<file path="src/rtl/fb_pkg.sv">
// Shared constants, FSM state type and lane helper for the framebuffer writer.
// A vector word holds two RGB pixels, one byte per 32-bit lane.
package fb_pkg;

    localparam int LANE_W         = 32;
    localparam int LANES_PER_WORD = 6;
    localparam int PIX_PER_WORD   = 2;
    localparam int LANES_PER_PIX  = LANES_PER_WORD / PIX_PER_WORD;

    typedef enum logic [2:0] {
        IDLE,
        FILL_A,
        FILL_B,
        WRITE,
        DONE
    } fb_wr_state_t;

    function automatic logic [LANE_W-1:0] pack_lane(input logic [7:0] i_byte);
        return {{(LANE_W-8){1'b0}}, i_byte};
    endfunction

endpackage

</file>
<file path="src/rtl/pixel_packer.sv">
// Holding register for one vector word: pixel A in lanes 0-2, pixel B in lanes 3-5,
// each channel zero-extended into its own lane.
module pixel_packer
    import fb_pkg::*;
#(
    parameter int S = 32,
    parameter int V = 192
) (
    input  logic         clk,
    input  logic         rst,
    input  logic         i_clear,
    input  logic         i_load_a,
    input  logic         i_load_b,
    input  logic         i_clear_b,
    input  logic [7:0]   i_r,
    input  logic [7:0]   i_g,
    input  logic [7:0]   i_b,
    output logic [V-1:0] o_word
);

    logic [7:0]                  w_chan [LANES_PER_PIX];
    logic [LANES_PER_WORD*S-1:0] w_word;

    assign w_chan[0] = i_r;
    assign w_chan[1] = i_g;
    assign w_chan[2] = i_b;

    genvar gi;
    generate
        for (gi = 0; gi < LANES_PER_WORD; gi++) begin : g_lane
            localparam int CH   = gi % LANES_PER_PIX;
            localparam bit IS_B = (gi >= LANES_PER_PIX);

            logic [S-1:0] r_lane;
            logic         w_load;
            logic         w_zero;

            assign w_load = IS_B ? i_load_b : i_load_a;
            // Upper lanes are also zeroed when the odd final pixel closes a word.
            assign w_zero = i_clear | (IS_B & i_clear_b);

            always_ff @(posedge clk or negedge rst) begin
                if (!rst) begin
                    r_lane <= '0;
                end else if (w_load) begin
                    r_lane <= S'(pack_lane(w_chan[CH]));
                end else if (w_zero) begin
                    r_lane <= '0;
                end
            end

            assign w_word[gi*S +: S] = r_lane;
        end
    endgenerate

    assign o_word = V'(w_word);

endmodule

</file>
<file path="src/rtl/framebuffer_writer.sv">
// Packs an RGB pixel stream two-per-word and writes each word to BASE + 3*pixel_index,
// holding the request until the memory controller accepts it.
module framebuffer_writer
    import fb_pkg::*;
#(
    parameter int S      = 32,
    parameter int V      = 192,
    parameter int WIDTH  = 100,
    parameter int HEIGHT = 100,
    parameter int BASE   = 0
) (
    input  logic         clk,
    input  logic         rst,
    input  logic         start,
    input  logic         pix_valid,
    output logic         pix_ready,
    input  logic [7:0]   pix_r,
    input  logic [7:0]   pix_g,
    input  logic [7:0]   pix_b,
    output logic         mem_we,
    output logic [S-1:0] mem_addr,
    output logic [V-1:0] mem_wd,
    input  logic         mem_ready,
    output logic         busy,
    output logic         done
);

    localparam int           TOTAL  = WIDTH * HEIGHT;
    localparam logic [S-1:0] TOTAL_S = S'(TOTAL);
    localparam logic [S-1:0] LAST_S  = S'(TOTAL - 1);
    localparam logic [S-1:0] BASE_S  = S'(BASE);

    fb_wr_state_t r_state;
    fb_wr_state_t w_state_next;

    logic [S-1:0] r_pix_idx;
    logic [S-1:0] r_mem_addr;

    logic w_pix_ready;
    logic w_mem_we;
    logic w_busy;
    logic w_done;
    logic w_clear;
    logic w_load_a;
    logic w_load_b;
    logic w_clear_b;

    always_ff @(posedge clk or negedge rst) begin
        if (!rst) begin
            r_state <= IDLE;
        end else begin
            r_state <= w_state_next;
        end
    end

    // Outputs decode r_state only; pix_valid/mem_ready steer transitions, never pix_ready.
    always_comb begin
        w_state_next = r_state;
        w_pix_ready  = 1'b0;
        w_mem_we     = 1'b0;
        w_busy       = 1'b0;
        w_done       = 1'b0;
        w_clear      = 1'b0;
        w_load_a     = 1'b0;
        w_load_b     = 1'b0;
        w_clear_b    = 1'b0;
        case (r_state)
            IDLE: begin
                if (start) begin
                    w_clear      = 1'b1;
                    w_state_next = FILL_A;
                end
            end
            FILL_A: begin
                w_pix_ready = 1'b1;
                w_busy      = 1'b1;
                if (pix_valid) begin
                    w_load_a = 1'b1;
                    if (r_pix_idx == LAST_S) begin
                        w_clear_b    = 1'b1;
                        w_state_next = WRITE;
                    end else begin
                        w_state_next = FILL_B;
                    end
                end
            end
            FILL_B: begin
                w_pix_ready = 1'b1;
                w_busy      = 1'b1;
                if (pix_valid) begin
                    w_load_b     = 1'b1;
                    w_state_next = WRITE;
                end
            end
            WRITE: begin
                w_mem_we = 1'b1;
                w_busy   = 1'b1;
                if (mem_ready) begin
                    w_state_next = (r_pix_idx < TOTAL_S) ? FILL_A : DONE;
                end
            end
            DONE: begin
                w_done       = 1'b1;
                w_state_next = IDLE;
            end
            default: w_state_next = IDLE;
        endcase
    end

    always_ff @(posedge clk or negedge rst) begin
        if (!rst) begin
            r_pix_idx  <= '0;
            r_mem_addr <= '0;
        end else if (w_clear) begin
            r_pix_idx <= '0;
        end else if (w_load_a) begin
            r_pix_idx  <= r_pix_idx + S'(1);
            r_mem_addr <= BASE_S + r_pix_idx * S'(3);
        end else if (w_load_b) begin
            r_pix_idx <= r_pix_idx + S'(1);
        end
    end

    pixel_packer #(
        .S (S),
        .V (V)
    ) u_packer (
        .clk       (clk),
        .rst       (rst),
        .i_clear   (w_clear),
        .i_load_a  (w_load_a),
        .i_load_b  (w_load_b),
        .i_clear_b (w_clear_b),
        .i_r       (pix_r),
        .i_g       (pix_g),
        .i_b       (pix_b),
        .o_word    (mem_wd)
    );

    assign pix_ready = w_pix_ready;
    assign mem_we    = w_mem_we;
    assign mem_addr  = r_mem_addr;
    assign busy      = w_busy;
    assign done      = w_done;

endmodule

</file>
<file path="config.mk">
export PLATFORM = sky130hd
export DESIGN_NAME = framebuffer_writer
export DESIGN_NICKNAME = d
export VERILOG_FILES = /design/src/rtl/fb_pkg.sv /design/src/rtl/pixel_packer.sv /design/src/rtl/framebuffer_writer.sv
export SDC_FILE = /design/constraint.sdc
export NUM_CORES = 1
export LEC_CHECK = 0
export BUFFER_PORTS_ARGS = -buffer_cell sky130_fd_sc_hd__buf_2
export CORE_MARGIN = 2
export CORE_UTILIZATION = 40
export CTS_BUF_LIST = sky130_fd_sc_hd__clkbuf_8 sky130_fd_sc_hd__clkbuf_16
export DETAILED_ROUTE_END_ITERATION = 10
export PLACE_DENSITY = 0.71
export RECOVER_POWER = 100
export SLEW_MARGIN = 20
export SYNTH_ARGS = -nofsm -noshare
export SYNTH_HDL_FRONTEND = slang
export SYNTH_SLANG_ARGS = --single-unit
</file>
<file path="constraint.sdc">
create_clock -name clk -period 7.3 [get_ports clk]
set_input_delay 1.46 -clock clk [delete_from_list [all_inputs] [get_ports clk]]
set_output_delay 1.46 -clock clk [all_outputs]
set_load 0.05 [all_outputs]
</file>
==> results of run 1 <==
how the worst max path moves through the flow:
| stage | cells after the start | to | startpoint |
|---|---|---|---|
| 4_1_cts | 3 | mem_we | r_state[2] |
| 3_5_place_dp | 8 | r_pix_idx[30] | pix_valid |
| 6_report | 6 | mem_addr[30] | pix_valid |
| 2_1_floorplan | 7 | r_pix_idx[30] | pix_valid |
| 3_3_place_gp | 8 | r_pix_idx[30] | pix_valid |
| 5_1_grt | 6 | mem_addr[30] | pix_valid |
power groups by stage:
| stage | Clock, W | Sequential (W) | Combinational, W |
|---|---|---|---|
| finish | 0.000846 | 0.000919 | 0.00129 |
| floorplan | 0 | 0.00139 | 0.000658 |
| CTS | 0.000859 | 0.000915 | 0.00136 |
| global placement | 0 | 0.000922 | 0.00134 |
| global route | 0.000888 | 0.000941 | 0.00137 |
| detailed placement | 0 | 0.000911 | 0.00137 |
critical path: stages:
cell	delay, ps
clkbuf_1	120
nand2_1	140
or2_0	2000
nor2_1	170
a22oi_1	270
nand2_1	100
cells in the final DEF (no fill, tap or decap), drive strengths merged, types with 3 or more instances in the layout:
| master | Yosys | final |
|---|---|---|
| nor4 | 4 | 4 |
| a22o | 48 | 48 |
| clkinvlp | 0 | 3 |
| buf | 154 | 28 |
| conb | 1 | 144 |
| and2 | 5 | 5 |
| xnor2 | 38 | 38 |
| dfrtp | 115 | 115 |
| a221oi | 4 | 4 |
| clkbuf | 24 | 108 |
| a21oi | 39 | 39 |
| nor2 | 58 | 58 |
| a211oi | 3 | 3 |
| and4 | 5 | 5 |
| nor3 | 12 | 12 |
| nor2b | 4 | 4 |
| nand4 | 15 | 15 |
| or3 | 3 | 3 |
| xor2 | 15 | 15 |
| o21ai | 57 | 57 |
| o21a | 4 | 4 |
| ha | 50 | 50 |
| a31oi | 4 | 4 |
| nand2 | 92 | 92 |
| inv | 40 | 45 |
| o211ai | 6 | 6 |
| o21bai | 3 | 3 |
| clkinv | 0 | 3 |
| nand3 | 14 | 14 |
| a21o | 8 | 8 |
| nand2b | 8 | 8 |
| and3 | 3 | 3 |
| nand3b | 4 | 4 |
final cells by class:
type	instances	area, um^2
Clock buffer	19	453
Clock inverter	13	149
Fill cell	1953	10800
Inverter	40	150
Multi-Input combinational cell	681	4190
Sequential cell	115	2880
Tap cell	265	332
Timing Repair Buffer	117	482
metal layers:
metal,routed length [um],up-vias
met2,8340,239
met1,8710,2886
li1,-,2898
met5,0,-
met4,386,0
met3,1150,25
per-stage QoR:
stage               hold slack (ps)  cell area, um^2   util  power, W
floorplan                       492             8480      -   0.00204
detailed placement              466             8190  0.421   0.00228
global placement                457             8190  0.421   0.00227
finish                          473             8640  0.444   0.00306
CTS                             478             8790  0.452   0.00313
global route                    498             8640  0.444   0.00320
sequential cells by signal (all words and copies together), names as in the netlist:
| register | flops |
|---|---|
| u_packer.g_lane.r_lane | 48 |
| r_state | 3 |
| r_pix_idx | 32 |
| mem_addr | 32 |
logic make-up after synthesis:
family	share of synthesized area
other	0.000472
XOR/XNOR	0.0585
adder cells (fa/ha/maj)	0.0813
multiplexers	0.00536
buffers and inverters	0.175
AND/OR/NAND/NOR	0.153
AO/OA/AOI/OAI	0.164
flip-flops	0.362
==> results.md, run 1 <==
- Root Driver: clkbuf_16
- Crit path time final: ~4000 ps
- Dominant cells by area after synthesis: dfrtp_1 36%, buf_4 14%, ha_1 7.9%
- WL final: 18,600 um
- Die Width: 145 um
- Finished Layout Cells: 1,250
- Register area share after synthesis: 0.362
- R2R Setup Slk: 3700 ps
- Core area: 19,500 um^2
- CP Data Arrival Time: 4280 ps
- Hold path cells: 2
- Syn-to-layout area delta: 8.76%
- Detailed-placement wirelength estimate: between 10,000 and 15,000 um
- Max-cap violations: 3
- Top post-synthesis cells by count: 146 x buf_4, 115 x dfrtp_1, 92 x nand2_1
- Cell Pwr Density: approximately 350 nW/um^2
- Clock-pin slew on the worst setup and hold paths: 60 ps
- GRT Max-Usage Layer: met2
- Worst min path class: reg -> reg
- EDFF count, synth: 0
- First-pass GRT wire length: 29,900 um
- Rows: 51
- Htree depth: 4
- Hold Vio Cnt, Final: 0
- I/O pin cnt: 257
- Worst-margin pin slew: 2800 ps
- Startpoint Class: primary input
- Count leader, synth: buf_4
- Global-route met1 utilization: 0.245
- Rel. slew slack: -0.868
- Number of inserted diodes: 0
- Wire length per cell: 14.9 um
- Placed insts: around 1,200
- Max rail drop VDD: 356 uV
- Status: complete, but fails checks
- Sequential Power Share: 0.301
- Initial Util: 0.408
- Synth area leader: dfrtp_1
- Logic pwr share: 0.422
- Dominant register cell in the synthesized netlist: dfrtp_1
- Failing checks: capacitance limit, slew limit
- RSZ-0062 raised after global routing: false
- Clock Path Buffers: 2
- Total negative slack: 0 ps
- Final nets: 1,052
- RR Startpoint: r_state[2]
- Synth unique cells: 68
- Chip height: 145 um
- Yosys warns: 0
- Synth Instances: 871
- Worst Path Required: 7590 ps
- GPL Wtd Cong: 0.895
- CTS tree: yes
- Routed vias/inst: 4.84
- Slew Limit Fails: roughly 150
- Int Power: 0.00158 W
- PortBufs: 112
- Met2 Use GR: 0.272
- #FFs+latches synth: 115
- Clock sinks: 115
- CP endpoint kind: flip-flop
- GRT Residual Overflow: 0
- Fraction of layout cells with a size suffix above 1: 0.0772
- Post-Place Worst Slack: between 3000 and 4000 ps
- WHS Endpoint: mem_addr[21]
- Mapped Area: 7940 um^2
- Routed vias: 6,048
- Pin count of the biggest net entering global routing: 69
- Antenna-violating nets left: 0
- Final period util: 0.546
- GRT Total Usage: 0.178
- Total setup buffers inserted after CTS: 0
- CP max FO: 61
- DRC errors left: 0
- Initial antenna violation count: 0
- Share of the synthesized area in the top cell type: 0.362
- Reg-to-Reg End: mem_addr[30]
- Async SR Flop Fraction: 1.00
- 1st-pass router iterations: 5
- Clock power frac: 0.277
- Final WS setup: 3310 ps
- Avg Inst Size Synth: slightly above 9 um^2
- NetSw: 0.00147 W
- Crit path kind: in -> reg
- HP Start: mem_addr[21]
- Total CTS buffers: 17
- Vias in the first global route: 5,764
- Leak pwr: 4.09 nW
- PostCTS Resize Cnt: 0
- Latest clock arrival within the worst-skew pair: roughly 420 ps
- Final setup skew: a little under 7 ps
- Fmax: 251 MHz
- Finish-stage setup viols: 0
- CTS Hold Bufs: 0
- Total die area: 21,000 um^2
- Drt initial violations: between 400 and 500
- Sw frac: 0.483
- Worst reg-to-reg path cell count: 5
- Met3 GRT Util: 0.0390
Note: power is estimated with default switching activity, not from simulation.
==> run 2, diff against run 1 <==
Settings changed: ABC_AREA from default to 1, PLACE_DENSITY 0.71 to 0.7.
Clock period 7.3 ns to 4.2 ns, I/O delays scaled along.
==> run 2 against run 1 <==
The flow still finishes with violations (capacitance limit, slew limit). Design area increased by 10%. Core utilization decreased by 0.41 points. Global-route usage increased by 1.5 points. Wire length increased by 24%. Area after synthesis increased by 11%. Setup slack got worse by 2200 ps. Register-to-register slack got worse by 2600 ps. Clock power increased by 70%. Combinational power increased by 88%. Flip-flop and latch count unchanged. Synthesized cell count increased by 44%.
==> results.md, run 2 <==
- Status: complete, but fails checks
- Failing checks: capacitance limit, slew limit
- Crit path time final: between 3000 and 4000 ps
- Share of the synthesized area in the top cell type: 0.327 (-0.0352)
- Top reg by flops: u_packer.g_lane.r_lane
- WL met1: 10,100 um (+16%)
- Clock Path Buffers: 2 (unchanged)
- Top post-synthesis cells by count: 317 x nand2_1, 176 x inv_1, 144 x buf_4
- EDFF count, synth: 0 (unchanged)
- Clock-pin slew on the worst setup and hold paths: 60 ps (about the same)
- Mapped Area: 8800 um^2 (+11%)
- GRT Total Usage: 0.193 (+0.0151)
- Syn-to-layout area delta: 8.41%
- Max Used Layer: met4
- Final period util: 0.747
- I/O pin cnt: 257 (unchanged)
- Most common cell after layout, fill and taps aside: nand2_1
- Placed cell areas: 9090 um^2 (+11%)
- Total setup buffers inserted after CTS: 0 (unchanged)
- PortBufs: 112 (unchanged)
- Routed vias: 7,896 (+31%)
- Detailed-placement wirelength estimate: 17,900 um (+29%)
- Fraction of layout cells with a size suffix above 1: 0.0597 (-0.0175)
- Max-cap violations: 1 (-2)
- Initial antenna violation count: 0 (unchanged)
- Latest clock arrival within the worst-skew pair: 430 ps (about the same)
- Met3 Wirelength: 1690 um (+47%)
- Crit path kind: reg -> reg
- Leading cell types in the layout, fill and taps excluded: 320 x nand2_1, 179 x inv_1, 144 x conb_1
- Number of inserted diodes: 0 (unchanged)
- Dominant cells by area after synthesis: dfrtp_1 33%, nand2_1 14%, buf_4 12%
- Clock sinks: 115 (unchanged)
- 1st-pass router iterations: 5 (unchanged)
- Fmax: 319 MHz
- Hold Slack: 439 ps (-34.2 ps)
- Count leader, synth: nand2_1
- Rel. slew slack: -0.203 (+0.666)
- Max rail drop VDD: 227 uV (-36%)
- Post-Place Worst Slack: 1590 ps (-2350 ps)
- Final nets: 1,441 (+37%)
- Post-route cell area: 9540 um^2 (+10%)
- Synth unique cells: 40 (-41%)
- Worst Path Required: 4560 ps (-3030 ps)
- #FFs+latches synth: 115 (unchanged)
- Core area: 21,700 um^2 (+11%)
- Final setup skew: 10.3 ps (+3.48 ps)
- Cell Pwr Density: 569 nW/um^2 (+61%)
- Startpoint Class: flip-flop
- Final WS setup: 1060 ps (-2250 ps)
- Leak pwr: 5.28 nW (+29%)
- Total Power: 0.00543 W (+78%)
- Total CTS buffers: 17 (unchanged)
- WL final: 23,100 um (+24%)
- Total negative slack: 0 ps (unchanged)
- CTS tree: yes
- RSZ-0062 raised after global routing: false
- GPL Wtd Cong: 0.905 (+1.1%)
- Register area share after synthesis: 0.327 (-0.0352)
- Synth area leader: dfrtp_1
- Yosys warns: 0 (unchanged)
- CP max FO: 58 (-4.9%)
- Slew Limit Fails: 59 (-59%)
- Worst min path class: in -> async
- Worst-margin pin slew: 1800 ps (-1000 ps)
- Max reg flops: 48 (unchanged)
- Synth Instances: 1,250 (+44%)
- Vias in the first global route: 6,959 (+21%)
- Drt initial violations: 591 (+22%)
- Root Driver: clkbuf_16
- Htree depth: 4 (unchanged)
- Total die area: 23,200 um^2 (+10%)
- Chip height: 152 um (+5.1%)
- First-pass GRT wire length: 36,300 um (+21%)
- CP endpoint kind: flip-flop
- Die Width: 152 um (+5.1%)
- Hold Vio Cnt, Final: 0 (unchanged)
- Wire length per cell: 14.0 um (-6.0%)
- Antenna-violating nets left: 0 (unchanged)
- Finish-stage setup viols: 0 (unchanged)
- DRC errors left: 0 (unchanged)
- PostCTS Resize Cnt: 0 (unchanged)
- GRT Residual Overflow: 0 (unchanged)
- Dominant register cell in the synthesized netlist: dfrtp_1
- CTS Hold Bufs: 0 (unchanged)
- Rows: 54 (+5.9%)
- Initial Util: 0.406 (-0.00247)
- Metal2 WL: 11,100 um (+33%)
- Avg Inst Size Synth: 7.04 um^2 (-23%)
- CP Data Arrival Time: 3500 ps (-780 ps)
- Routed vias/inst: 4.77 (-1.3%)
- Async SR Flop Fraction: 1.00 (unchanged)
- Pin count of the biggest net entering global routing: 59 (-14%)
==> run 2: layout make-up <==
cell class	count	area, um^2
Clock buffer	18	439
Clock inverter	14	141
Fill cell	2269	12200
Inverter	186	701
Multi-Input combinational cell	924	4540
Sequential cell	115	2880
Tap cell	280	350
Timing Repair Buffer	117	484
==> run 2: final timing paths <==
kind / start / to / slack, ps / cells after the start
max in group asynchronous: rst / r_pix_idx[18] / 2190 / 2
worst min register to register: mem_addr[24] / mem_addr[24] / 480 / 2
worst max register to register: r_state[2] / r_pix_idx[21] / 1060 / 11
worst min-delay path: rst / u_packer.g_lane[2].r_lane[3] / 440 / 1
worst max-delay path: r_state[2] / r_pix_idx[21] / 1060 / 11
min in group clk: mem_addr[24] / mem_addr[24] / 480 / 2
==> run 2: metrics by stage <==
step	instances	util
5_1_grt	1654	0.440
6_report	1654	0.440
3_3_place_gp	1622	0.419
3_5_place_dp	1622	0.419
4_1_cts	1654	0.446
2_1_floorplan	1393	-
==> run 2: cells by family (layout without fill, tap and decap cells) <==
family | Yosys count | count (layout) | share of synthesized area
simple gates | 574 | 574 | 0.284
buf+inv | 354 | 335 | 0.215
compound gates | 135 | 135 | 0.0798
flops | 115 | 115 | 0.327
fa+ha+maj | 51 | 51 | 0.0734
xor+xnor | 20 | 20 | 0.0199
other cells | 1 | 144 | 0.000426
==> run 2: critical path: stages (launching register included) <==
cell and delay, ps:
dfrtp_1 450, inv_1 100, nand3_1 90, inv_1 90, nand2_1 1000, nand2_8 610, nand2_1 220, nor2_4 190
nand2_1 90, nand2_1 60, nand2_1 50, nor2_1 100
==> run 2: layer usage <==
metal  vias up  GRT usage
li1       3911          -
met1      3631      0.254
met2       333      0.327
met3        21     0.0367
met4         0     0.0476
met5         -          0
==> run 2: power breakdown <==
group	internal, W	switching, W	leakage (nW)
sequential	0.00138	0.000190	1.55
clock	0.000847	0.000594	0.285
combinational	0.000417	0.00200	3.44
==> run 3, diff against run 2 <==
Settings changed: ABC_AREA 1 to 0, PLACE_DENSITY 0.7 to 0.71.
Clock period 4.2 ns to 3.3 ns, I/O delays scaled along.
==> run 3 against run 2 <==
The run still ends with capacitance limit, slew limit left. Non-clock buffer count increased by 3. Setup slack worse by 560 ps. Largest power group unchanged. Clock skew increased by 2.2 ps. Sequential power is 29% higher. Highest routed layer unchanged. Total power grew 25%. Hold slack better by 17 ps. Critical path depth down 5. Count of clock-buffer cells in the layout up 1. Core utilization rose by 0.48 points. Critical endpoint is now r_pix_idx[20].
==> results.md, run 3 (synthesis results as in run 1) <==
- Status: complete, but fails checks
- Failing checks: capacitance limit, slew limit
- Routed vias: 6,069 (-23%)
- Fillers: 1,953 (-14%)
- Final nets: 1,055 (-27%)
- Worst reg-to-reg path cell count: 6 (-5)
- Crit path kind: reg -> reg
- Slew Limit Fails: 37 (-37%)
- Total negative slack: 0 ps (unchanged)
- Cell Pwr Density: 782 nW/um^2 (+37%)
- Fmax: 357 MHz (+12%)
- Total die area: 21,000 um^2 (-9.5%)
- Final setup skew: 12.4 ps (+2.18 ps)
- Reg-to-Reg End: r_pix_idx[20]
- Pin count of the biggest net entering global routing: 80 (+36%)
- CP max stage cell: nor4_1
- Top reg by flops: u_packer.g_lane.r_lane
- CTS Hold Bufs: 0 (unchanged)
- GRT Residual Overflow: 0 (unchanged)
- Wire length per cell: 14.9 um (+6.9%)
- Clock-pin slew on the worst setup and hold paths: 60 ps (about the same)
- CTS tree: yes
- Worst Path Required: 3660 ps (-900 ps)
- Total setup buffers inserted after CTS: 0 (unchanged)
- PortBufs: 112 (unchanged)
- R2R Setup Slk: 500 ps (-560 ps)
- Latest clock arrival within the worst-skew pair: 430 ps (about the same)
- Rows: 51 (-5.6%)
- Core area: 19,500 um^2 (-10%)
- Max rail drop VDD: 647 uV (+180%)
- Number of inserted diodes: 0 (unchanged)
- Max reg flops: 48 (unchanged)
- Initial antenna violation count: 0 (unchanged)
- GRT Total Usage: 0.177 (-0.0160)
- Syn-to-layout area delta: 8.92%
- WL final: 18,700 um (-19%)
- PostCTS Resize Cnt: 0 (unchanged)
- RR Startpoint: r_state[1]
- CP Data Arrival Time: 3160 ps (-340 ps)
- Routed vias/inst: 4.84 (+1.5%)
- Finish-stage setup viols: 0 (unchanged)
- CP endpoint kind: flip-flop
- WHS Endpoint: u_packer.g_lane[5].r_lane[1]
- GPL Wtd Cong: 0.897 (-0.86%)
- Rel. slew slack: -0.388 (-0.185)
- Max-cap violations: 1 (unchanged)
- Leading cell types in the layout, fill and taps excluded: 144 x conb_1, 115 x dfrtp_1, 92 x nand2_1
- Worst min path class: in -> reg
- RSZ-0062 raised after global routing: false
- Crit path time final: 2800 ps (-335 ps)
- Most common cell after layout, fill and taps aside: conb_1
- Initial Util: 0.408 (+0.00247)
- Register area: 2880 um^2 (unchanged)
- CP max FO: 11 (-81%)
- Final WS setup: 497 ps (-565 ps)
- Drt initial violations: 316 (-47%)
- Post-Place Worst Slack: 666 ps (-927 ps)
- Antenna-violating nets left: 0 (unchanged)
- Die Width: 145 um (-4.9%)
- Detailed-placement wirelength estimate: 13,900 um (-22%)
- Worst-margin pin slew: 2080 ps (+282 ps)
- HP Start: pix_b[1]
- 1st-pass router iterations: 5 (unchanged)
- Final period util: 0.849 (+0.102)
- DRC errors left: 0 (unchanged)
- Leak pwr: 4.12 nW (-22%)
- Chip height: 145 um (-4.9%)
- Multi-input combinational cell area: 4180 um^2 (-8.0%)
- Total CTS buffers: 17 (unchanged)
- Htree depth: 4 (unchanged)
- Fraction of layout cells with a size suffix above 1: 0.0800 (+0.0203)
- Startpoint Class: flip-flop
- Slowest stage delay, CP: 940 ps (-60 ps)
- Cell Chain, Critical Path: mux2i_1, o21a_1, nor4_1, nand3_1, or3_1, a21oi_1
- I/O pin cnt: 257 (unchanged)
- Hold path cells: 2
- Vias in the first global route: 5,665 (-19%)
- Root Driver: clkbuf_16
- First-pass GRT wire length: 29,800 um (-18%)
- Clock sinks: 115 (unchanged)
- Clock Path Buffers: 2 (unchanged)
- Hold Vio Cnt, Final: 0 (unchanged)
==> run 3: metal layers <==
layer	global-route usage	up-vias	wire length, um
li1	-	2908	-
met1	0.244	2903	8760
met2	0.270	240	8560
met3	0.0513	18	1160
met4	0.0495	0	227
met5	0	-	0
==> run 3: power breakdown <==
part / switching (W) / internal (W)
logic: 0.00230 / 0.000575
clock network: 0.000764 / 0.00110
registers: 0.000259 / 0.00177
total: 0.00332 / 0.00344
==> run 3: per-stage QoR <==
stage / instance area (um^2) / hold WS (ps) / cells / utilization / total power, W
floorplan: 8480 / 364 / 1014 / - / 0.00452
global placement: 8220 / 459 / 1221 / 0.423 / 0.00505
detailed placement: 8220 / 466 / 1221 / 0.423 / 0.00506
CTS: 8820 / 208 / 1253 / 0.453 / 0.00694
global route: 8650 / 449 / 1253 / 0.444 / 0.00709
finish: 8650 / 455 / 1253 / 0.444 / 0.00676
==> run 3: cell type report <==
class / instances / area share
repair buffers: 120 / 0.0600
multi-input cells: 681 / 0.483
flip-flops and latches: 115 / 0.333
clock inverters: 13 / 0.0163
inverters: 40 / 0.0174
well taps: 265 / 0.0383
clock buffers: 19 / 0.0524
==> run 3: worst max path at each step <==
stage | startpoint | slack [ps] | to | cells past startpoint
global route | r_pix_idx[10] | 250 | r_pix_idx[20] | 6
detailed placement | r_pix_idx[0] | 670 | mem_addr[23] | 10
global placement | r_pix_idx[0] | 730 | mem_addr[23] | 10
CTS | r_pix_idx[0] | 650 | mem_addr[23] | 10
finish | r_state[1] | 500 | r_pix_idx[20] | 6
floorplan | r_pix_idx[6] | 970 | mem_addr[20] | 10
==> run 3: critical path, delay by kind of cell (launching register included) <==
kind / cells / cell delay (ps)
compound gates: 2 / 390
flops: 1 / 600
mux: 1 / 170
simple gates: 3 / 1580
